<file path="src/rtl/serial_monitor.sv">
// serial_monitor: decodes an idle-high start/data/parity/stop serial line
// into words and queues good words in a show-ahead FIFO with sticky flags.
module serial_monitor #(
    parameter int CLKS_PER_BIT = 16,
    parameter int DATA_BITS    = 8,
    parameter int PARITY       = 0,
    parameter int STOP_BITS    = 1,
    parameter int FIFO_DEPTH   = 8
) (
    input  logic                        Clock,
    input  logic                        Reset,
    input  logic                        Din,
    input  logic                        RdEn,
    output logic [DATA_BITS-1:0]        RdData,
    output logic                        Empty,
    output logic                        Full,
    output logic [$clog2(FIFO_DEPTH):0] Count,
    output logic                        FrameErr,
    output logic                        ParityErr,
    output logic                        Overflow,
    input  logic                        ClrErr
);

    localparam int AW = $clog2(FIFO_DEPTH);
    localparam int CW = AW + 1;
    localparam int TW = $clog2(CLKS_PER_BIT);

    localparam logic [TW-1:0] HALF_M1   = TW'(CLKS_PER_BIT / 2 - 1);
    localparam logic [TW-1:0] FULL_M1   = TW'(CLKS_PER_BIT - 1);
    localparam logic [3:0]    LAST_DATA = 4'(DATA_BITS - 1);
    localparam logic [3:0]    LAST_STOP = 4'(STOP_BITS - 1);
    localparam logic [CW-1:0] DEPTH     = CW'(FIFO_DEPTH);
    localparam logic          HAS_PAR   = (PARITY != 0);
    localparam logic          ODD       = (PARITY == 2);

    typedef enum logic [2:0] {
        S_IDLE,
        S_START,
        S_DATA,
        S_PARITY,
        S_STOP
    } state_t;

    state_t               state_q, state_d;
    logic                 sync1_q, sdin_q, sprev_q;
    logic                 fall;
    logic [TW-1:0]        tick_q, tick_d;
    logic [3:0]           bitc_q, bitc_d;
    logic [DATA_BITS-1:0] shreg_q, shreg_d;
    logic                 par_q, par_d;
    logic                 perr_q, perr_d;
    logic                 serr_q, serr_d;
    logic                 push_q, push_d;
    logic                 fset_q, fset_d;
    logic                 pset_q, pset_d;

    logic [DATA_BITS-1:0] mem_q [FIFO_DEPTH];
    logic [AW-1:0]        wptr_q, wptr_d;
    logic [AW-1:0]        rptr_q, rptr_d;
    logic [CW-1:0]        cnt_q, cnt_d;
    logic                 do_push, do_pop, drop;

    logic                 ferr_q, ferr_d;
    logic                 perrf_q, perrf_d;
    logic                 ovf_q, ovf_d;

    // Two-flop synchroniser plus a delayed copy for falling-edge detection
    always_ff @(posedge Clock) begin
        if (!Reset) begin
            sync1_q <= 1'b1;
            sdin_q  <= 1'b1;
            sprev_q <= 1'b1;
        end else begin
            sync1_q <= Din;
            sdin_q  <= sync1_q;
            sprev_q <= sdin_q;
        end
    end

    assign fall = sprev_q & ~sdin_q;

    // Frame decoder state and the one-cycle frame-result pulses
    always_ff @(posedge Clock) begin
        if (!Reset) begin
            state_q <= S_IDLE;
            tick_q  <= '0;
            bitc_q  <= '0;
            shreg_q <= '0;
            par_q   <= 1'b0;
            perr_q  <= 1'b0;
            serr_q  <= 1'b0;
            push_q  <= 1'b0;
            fset_q  <= 1'b0;
            pset_q  <= 1'b0;
        end else begin
            state_q <= state_d;
            tick_q  <= tick_d;
            bitc_q  <= bitc_d;
            shreg_q <= shreg_d;
            par_q   <= par_d;
            perr_q  <= perr_d;
            serr_q  <= serr_d;
            push_q  <= push_d;
            fset_q  <= fset_d;
            pset_q  <= pset_d;
        end
    end

    // Next-state logic: mid-bit sampling, shifting and frame verdict
    always_comb begin
        state_d = state_q;
        tick_d  = tick_q + TW'(1);
        bitc_d  = bitc_q;
        shreg_d = shreg_q;
        par_d   = par_q;
        perr_d  = perr_q;
        serr_d  = serr_q;
        push_d  = 1'b0;
        fset_d  = 1'b0;
        pset_d  = 1'b0;
        unique case (state_q)
            S_IDLE: begin
                tick_d = '0;
                if (fall) begin
                    state_d = S_START;
                end
            end
            S_START: begin
                if (tick_q == HALF_M1) begin
                    tick_d  = '0;
                    bitc_d  = '0;
                    par_d   = 1'b0;
                    perr_d  = 1'b0;
                    serr_d  = 1'b0;
                    state_d = sdin_q ? S_IDLE : S_DATA;
                end
            end
            S_DATA: begin
                if (tick_q == FULL_M1) begin
                    tick_d  = '0;
                    shreg_d = {sdin_q, shreg_q[DATA_BITS-1:1]};
                    par_d   = par_q ^ sdin_q;
                    bitc_d  = bitc_q + 4'd1;
                    if (bitc_q == LAST_DATA) begin
                        bitc_d  = '0;
                        state_d = HAS_PAR ? S_PARITY : S_STOP;
                    end
                end
            end
            S_PARITY: begin
                if (tick_q == FULL_M1) begin
                    tick_d  = '0;
                    perr_d  = (par_q ^ sdin_q) != ODD;
                    state_d = S_STOP;
                end
            end
            S_STOP: begin
                if (tick_q == FULL_M1) begin
                    tick_d = '0;
                    serr_d = serr_q | ~sdin_q;
                    bitc_d = bitc_q + 4'd1;
                    if (bitc_q == LAST_STOP) begin
                        bitc_d  = '0;
                        state_d = S_IDLE;
                        if (serr_d) begin
                            fset_d = 1'b1;
                        end else if (perr_q) begin
                            pset_d = 1'b1;
                        end else begin
                            push_d = 1'b1;
                        end
                    end
                end
            end
            default: begin
                state_d = S_IDLE;
            end
        endcase
    end

    assign Empty   = (cnt_q == '0);
    assign Full    = (cnt_q == DEPTH);
    assign do_pop  = RdEn & ~Empty;
    assign do_push = push_q & (~Full | do_pop);
    assign drop    = push_q & ~do_push;

    // FIFO pointer and occupancy update
    always_comb begin
        wptr_d = wptr_q;
        rptr_d = rptr_q;
        cnt_d  = cnt_q;
        if (do_push) begin
            wptr_d = wptr_q + AW'(1);
        end
        if (do_pop) begin
            rptr_d = rptr_q + AW'(1);
        end
        unique case ({do_push, do_pop})
            2'b10:   cnt_d = cnt_q + CW'(1);
            2'b01:   cnt_d = cnt_q - CW'(1);
            default: cnt_d = cnt_q;
        endcase
    end

    // FIFO pointers and count
    always_ff @(posedge Clock) begin
        if (!Reset) begin
            wptr_q <= '0;
            rptr_q <= '0;
            cnt_q  <= '0;
        end else begin
            wptr_q <= wptr_d;
            rptr_q <= rptr_d;
            cnt_q  <= cnt_d;
        end
    end

    // Word storage; the shift register still holds the word one cycle on
    always_ff @(posedge Clock) begin
        if (Reset && do_push) begin
            mem_q[wptr_q] <= shreg_q;
        end
    end

    // Sticky flags: a new error wins over a simultaneous clear
    always_comb begin
        ferr_d  = (ferr_q & ~ClrErr) | fset_q;
        perrf_d = (perrf_q & ~ClrErr) | pset_q;
        ovf_d   = (ovf_q & ~ClrErr) | drop;
    end

    // Sticky flag registers
    always_ff @(posedge Clock) begin
        if (!Reset) begin
            ferr_q  <= 1'b0;
            perrf_q <= 1'b0;
            ovf_q   <= 1'b0;
        end else begin
            ferr_q  <= ferr_d;
            perrf_q <= perrf_d;
            ovf_q   <= ovf_d;
        end
    end

    assign RdData    = Empty ? '0 : mem_q[rptr_q];
    assign Count     = cnt_q;
    assign FrameErr  = ferr_q;
    assign ParityErr = perrf_q;
    assign Overflow  = ovf_q;

endmodule

</file>
<file path="config.mk">
export PLATFORM = sky130hd
export DESIGN_NAME = serial_monitor
export DESIGN_NICKNAME = d
export VERILOG_FILES = /design/src/rtl/serial_monitor.sv
export SDC_FILE = /design/constraint.sdc
export NUM_CORES = 1
export LEC_CHECK = 0
export ABC_AREA = 1
export CAP_MARGIN = 25
export CELL_PAD_IN_SITES_DETAIL_PLACEMENT = 1
export CELL_PAD_IN_SITES_GLOBAL_PLACEMENT = 1
export CORE_UTILIZATION = 46
export DETAILED_ROUTE_END_ITERATION = 10
export MAX_ROUTING_LAYER = met4
export PLACE_DENSITY = 0.89
export SLEW_MARGIN = 20
export SYNTH_ARGS = -nofsm -noshare
export SYNTH_HDL_FRONTEND = slang
export SYNTH_SLANG_ARGS = --single-unit
</file>
<file path="constraint.sdc">
create_clock -name Clock -period 2.6 [get_ports Clock]
set_input_delay 0.65 -clock Clock [delete_from_list [all_inputs] [get_ports Clock]]
set_output_delay 0.65 -clock Clock [all_outputs]
set_load 0.02 [all_outputs]
</file>
==> impl_summary.log <==
INFO  metric path_buf_inv = 3
INFO  metric yosys_warnings = 0
INFO  metric timing.rr.start = Count[1]
INFO  metric synth_edf_count = 64
INFO  metric critPathRequiredTime = 1.95 ns
INFO  metric grt.met1_usage = 27.4%
INFO  metric end_kind = output port
INFO  metric global_route_usage_over_all_layers = 25.1%
INFO  metric synth.most_common_cell = nor2_1
INFO  metric adder_cell_share_of_the_synthesized_area = 2.35%
INFO  metric p_per_area = 642 nW/um2
INFO  metric net-switching-power = between 0.9 and 1 mW
INFO  metric clock_skew = about 0.012 ns
INFO  metric cts-root-buf = clkbuf_8
INFO  metric synth.cell_area = between 4000 and 5000 um2
INFO  metric drv_slew = 0
INFO  metric detailedRoute.firstIterationViolations = between 100 and 150
INFO  metric crit_arrival = 1.88 ns
INFO  metric finalNetCount = 545
INFO  metric synth-compound-area-share = roughly 11%
INFO  metric synthFlopType = edfxtp_1
INFO  metric setup.worst_path.start_class = register
INFO  metric leakagePower = roughly 1.9 nW
INFO  metric stage_delay_of_the_slowest_cell_on_the_critical_path = between 0.3 and 0.4 ns
INFO  metric intPower = 2.36 mW
INFO  metric die_wd = 102 um
INFO  metric clk_transition_reported_paths = 0.10 ns
INFO  metric dp_cells = 654
INFO  metric postSynthRegisterBits = 108
INFO  metric die-height = 102 um
INFO  metric worst_case_clock_buffer_depth = 2
INFO  metric min_path_type = reg -> reg
INFO  metric gr-usage-met2 = between 40% and 50%
INFO  metric switching_share = 29.6%
INFO  metric seq_area = roughly 2800 um2
INFO  metric number_of_iterations_in_the_first_detailed_routing_pass = 4
INFO  metric critical_path.top_delay_family = buffers and inverters
INFO  metric synth_area_leaders = edfxtp_1 (42%), dfxtp_1 (19%), nor2_1 (9.8%)
INFO  metric final.fill_count = 1,160
INFO  metric synth_fp_nets = between 500 and 600
INFO  metric post-synth-top-area-cell = edfxtp_1
INFO  metric vdd_ir_drop_max = 473 uV
INFO  metric worstMarginPinSlew = 0.516 ns
INFO  metric layout.cells.non_filler = 670
INFO  metric finalHoldWorstSlack = 0.435 ns
INFO  metric post_synth_and_or_nand_nor_area_fraction = 19.5%
INFO  metric critical_path_start_end_classification = reg -> out
INFO  metric timing.final.hold_violations = 0
INFO  metric syn_area_per_cell = a little over 9 um2
INFO  metric postRouteAntennaNets = 0
INFO  metric critical_path.max_fanout = 12
INFO  metric drv.max_cap_violation_count = 0
INFO  metric grt_pass1_wl = between 15,000 and 20,000 um
INFO  metric finalWorstPathRequiredPeriod = around 2.5 ns
INFO  metric globalRouteMet3Util = approximately 3.8%
INFO  metric design.portCount = 22
INFO  metric numCtsBuffers = 9
INFO  metric combinational_family_with_the_most_area_after_synthesis = simple AND/OR/NAND/NOR gates
INFO  metric port-buffer-count = 21
INFO  metric grt.busiest_layer = met2
INFO  metric period_utilization_post_route = just under 100%
INFO  metric row_count = 36
INFO  metric detailed_route_wl = 11,900 um
INFO  metric yosys-mux-area-fraction = 0%
INFO  metric maximum_number_of_pins_on_one_net_before_global_route_repair = 33
INFO  metric clock_insertion_delay_worst_skew = 0.38 ns
INFO  metric multi_input_gate_area_in_the_final_layout = 1560 um2
INFO  metric route.detailed.wl_per_inst = 17.7 um
INFO  metric worst_path_max_delay_cell = dfxtp_2
INFO  metric worst_hold_path.endpoint = sdin_q
INFO  metric htreeDepth = 3
INFO  metric crit-reg2reg-capture = Count[3]
INFO  metric timing.fmax = just under 400 MHz
INFO  metric worstHoldPathCells = 1
INFO  metric worstPathCellList = inv_1 > buf_4 > o21ai_0 > o21ai_0 > nor2_1 > nor2_1 > dlygate4sd2_1
INFO  metric reg2reg_depth = 11
INFO  metric design.core.area = 9730 um2
INFO  metric share_of_async_settable_or_async_resettable_flops_after_synthesis = 0%
INFO  metric synth-xor-area-share = 0.955%
INFO  metric vias = between 3k and 4k
INFO  metric dp.final_hpwl = 8630 um
INFO  metric reg2reg_slack = 0.50 ns
INFO  metric number_of_global_route_vias_before_repair = 3,785
INFO  metric drt-vias-per-instance = 5.31
INFO  metric final_design_area_no_fill = 5230 um2
INFO  metric timing.max_slew.rel_slack = 65.6%
INFO  metric antenna_cell_count = 0
INFO  metric ys_seq_area_share = 61.1%
INFO  metric area_growth_syn_to_layout = 14.1%
INFO  metric power_frac_comb = 16.8%
INFO  metric layout-drive-gt1-share = under 10%
INFO  metric floorplan.die_area = around 10,000 um2
INFO  metric replace_congestion = 0.876
INFO  metric clockPowerShare = a little over a quarter
INFO  metric grt_antenna_before_repair = 0
INFO  metric hp-start = sync1_q
INFO  metric dpl-instance-area = about 5000 um2
INFO  metric synth_top_area_share = 41.9%
INFO  metric status = finished, final reports clean
INFO  metric post-route-drc-count = 0
INFO  metric clock-sinks = 108
INFO  metric finalSetupViolations = 0
INFO  metric total_stage_count_of_the_critical_path = 7
INFO  metric initial_core_utilization = between 40% and 50%
INFO  metric globalRouteOverflowTotal = 0
INFO  metric synth_cell_types = 30
INFO  metric post_synth_most_frequent_cells = nor2_1 (120), o21ai_0 (77), edfxtp_1 (64), nand2_1 (55), dfxtp_1 (44)
INFO  metric post_synth_inst_count = 494
INFO  metric pwr-share-seq = between 50% and 60%
INFO  metric cts_tree = done
==> stage by stage <==
step	utilization (%)	power, mW	TNS, ns	setup slack, ns
after floorplan	-	2.34	0	0.483
after CTS	53.8	3.37	0	0.0130
after global routing	53.8	3.52	-0.00404	-0.00304
final	53.8	3.36	0	0.0711
after global placement	52.1	2.46	0	0.242
after detailed placement	52.1	2.50	0	0.0504
==> layout make-up <==
cell class | instances | area share, %
flip-flops and latches | 108 | 53.6
multi-input cells | 327 | 29.8
repair buffers | 42 | 7.15
inverters | 44 | 3.20
well taps | 133 | 3.18
clock buffers | 12 | 2.58
clock inverters | 4 | 0.502
==> state kept, by name, indices dropped and copies added (netlist names), named ones only <==
register and count:
mem_q 64, shreg_q 8, Count 4, bitc_q 4, tick_q 4, rptr_q 3, state_q 3, wptr_q 3
FrameErr 1, Overflow 1, ParityErr 1, fset_q 1, par_q 1, perr_q 1, pset_q 1, push_q 1
sdin_q 1, serr_q 1, sprev_q 1, sync1_q 1
==> cell families (layout without fill, tap and decap cells) <==
kind of cell	after synthesis	in the layout
and+or+nand+nor	213	213
DFF	108	108
AOI/OAI and AO/OA	101	101
buffers and inverters	59	102
adders and majority gates	8	8
xor gates and xnor gates	5	5
==> per-layer routing <==
metal	part of all wire (%)	up-vias	wire, um
met3	2.8	23	328
met5	0	-	0
met1	41	1752	4920
met4	2.3	0	267
li1	-	1726	-
met2	54	55	6350
==> how the worst max path moves through the flow <==
| stage | start | to | slack, ns |
|---|---|---|---|
| floorplan | Count[0] | mem_q[0][0] | 0.48 |
| global placement | RdEn | Count[3] | 0.24 |
| detailed placement | RdEn | Count[3] | 0.05 |
| CTS | register | RdData[5] | 0.01 |
| global route | register | RdData[0] | -0.003 |
| finish | register | RdData[2] | 0.07 |
==> what timing repair did <==
item | 4_1_cts | 5_1_grt
setup buffers | 0 | 0
gates resized for setup | 12 | 13
endpoints found under the hold margin | 0 | 0
setup endpoints to repair | 9 | 9
hold buffers | 0 | 0
gates cloned | 0 | 0
==> cells in the final DEF (no fill, tap or decap), types with 2 or more instances in the layout <==
| master | Yosys | final |
|---|---|---|
| nor2_1 | 120 | 120 |
| o21ai_0 | 77 | 72 |
| edfxtp_1 | 64 | 64 |
| nand2_1 | 55 | 54 |
| dfxtp_1 | 44 | 43 |
| inv_1 | 42 | 42 |
| nand3_1 | 22 | 22 |
| a21oi_1 | 19 | 19 |
| buf_4 | 0 | 19 |
| clkdlybuf4s50_1 | 0 | 12 |
| clkbuf_8 | 0 | 9 |
| o21ai_1 | 2 | 7 |
| nor3_1 | 7 | 7 |
| ha_1 | 7 | 7 |
| xor2_1 | 3 | 3 |
| clkinvlp_4 | 0 | 3 |
| clkbuf_1 | 12 | 3 |
| dlygate4sd2_1 | 0 | 3 |
| or2_2 | 2 | 2 |
| xnor2_1 | 2 | 2 |
| clkdlybuf4s15_1 | 0 | 2 |
| clkbuf_2 | 0 | 2 |
==> power groups by stage <==
| stage | combinational [mW] | sequential (mW) | clock (mW) |
|---|---|---|---|
| after floorplan | 0.427 | 1.91 | 0 |
| after global placement | 0.533 | 1.92 | 0 |
| after detailed placement | 0.567 | 1.93 | 0 |
| after CTS | 0.566 | 1.89 | 0.917 |
| after global routing | 0.648 | 1.90 | 0.972 |
| final | 0.563 | 1.89 | 0.905 |
Power figures use the tool's default switching activity.
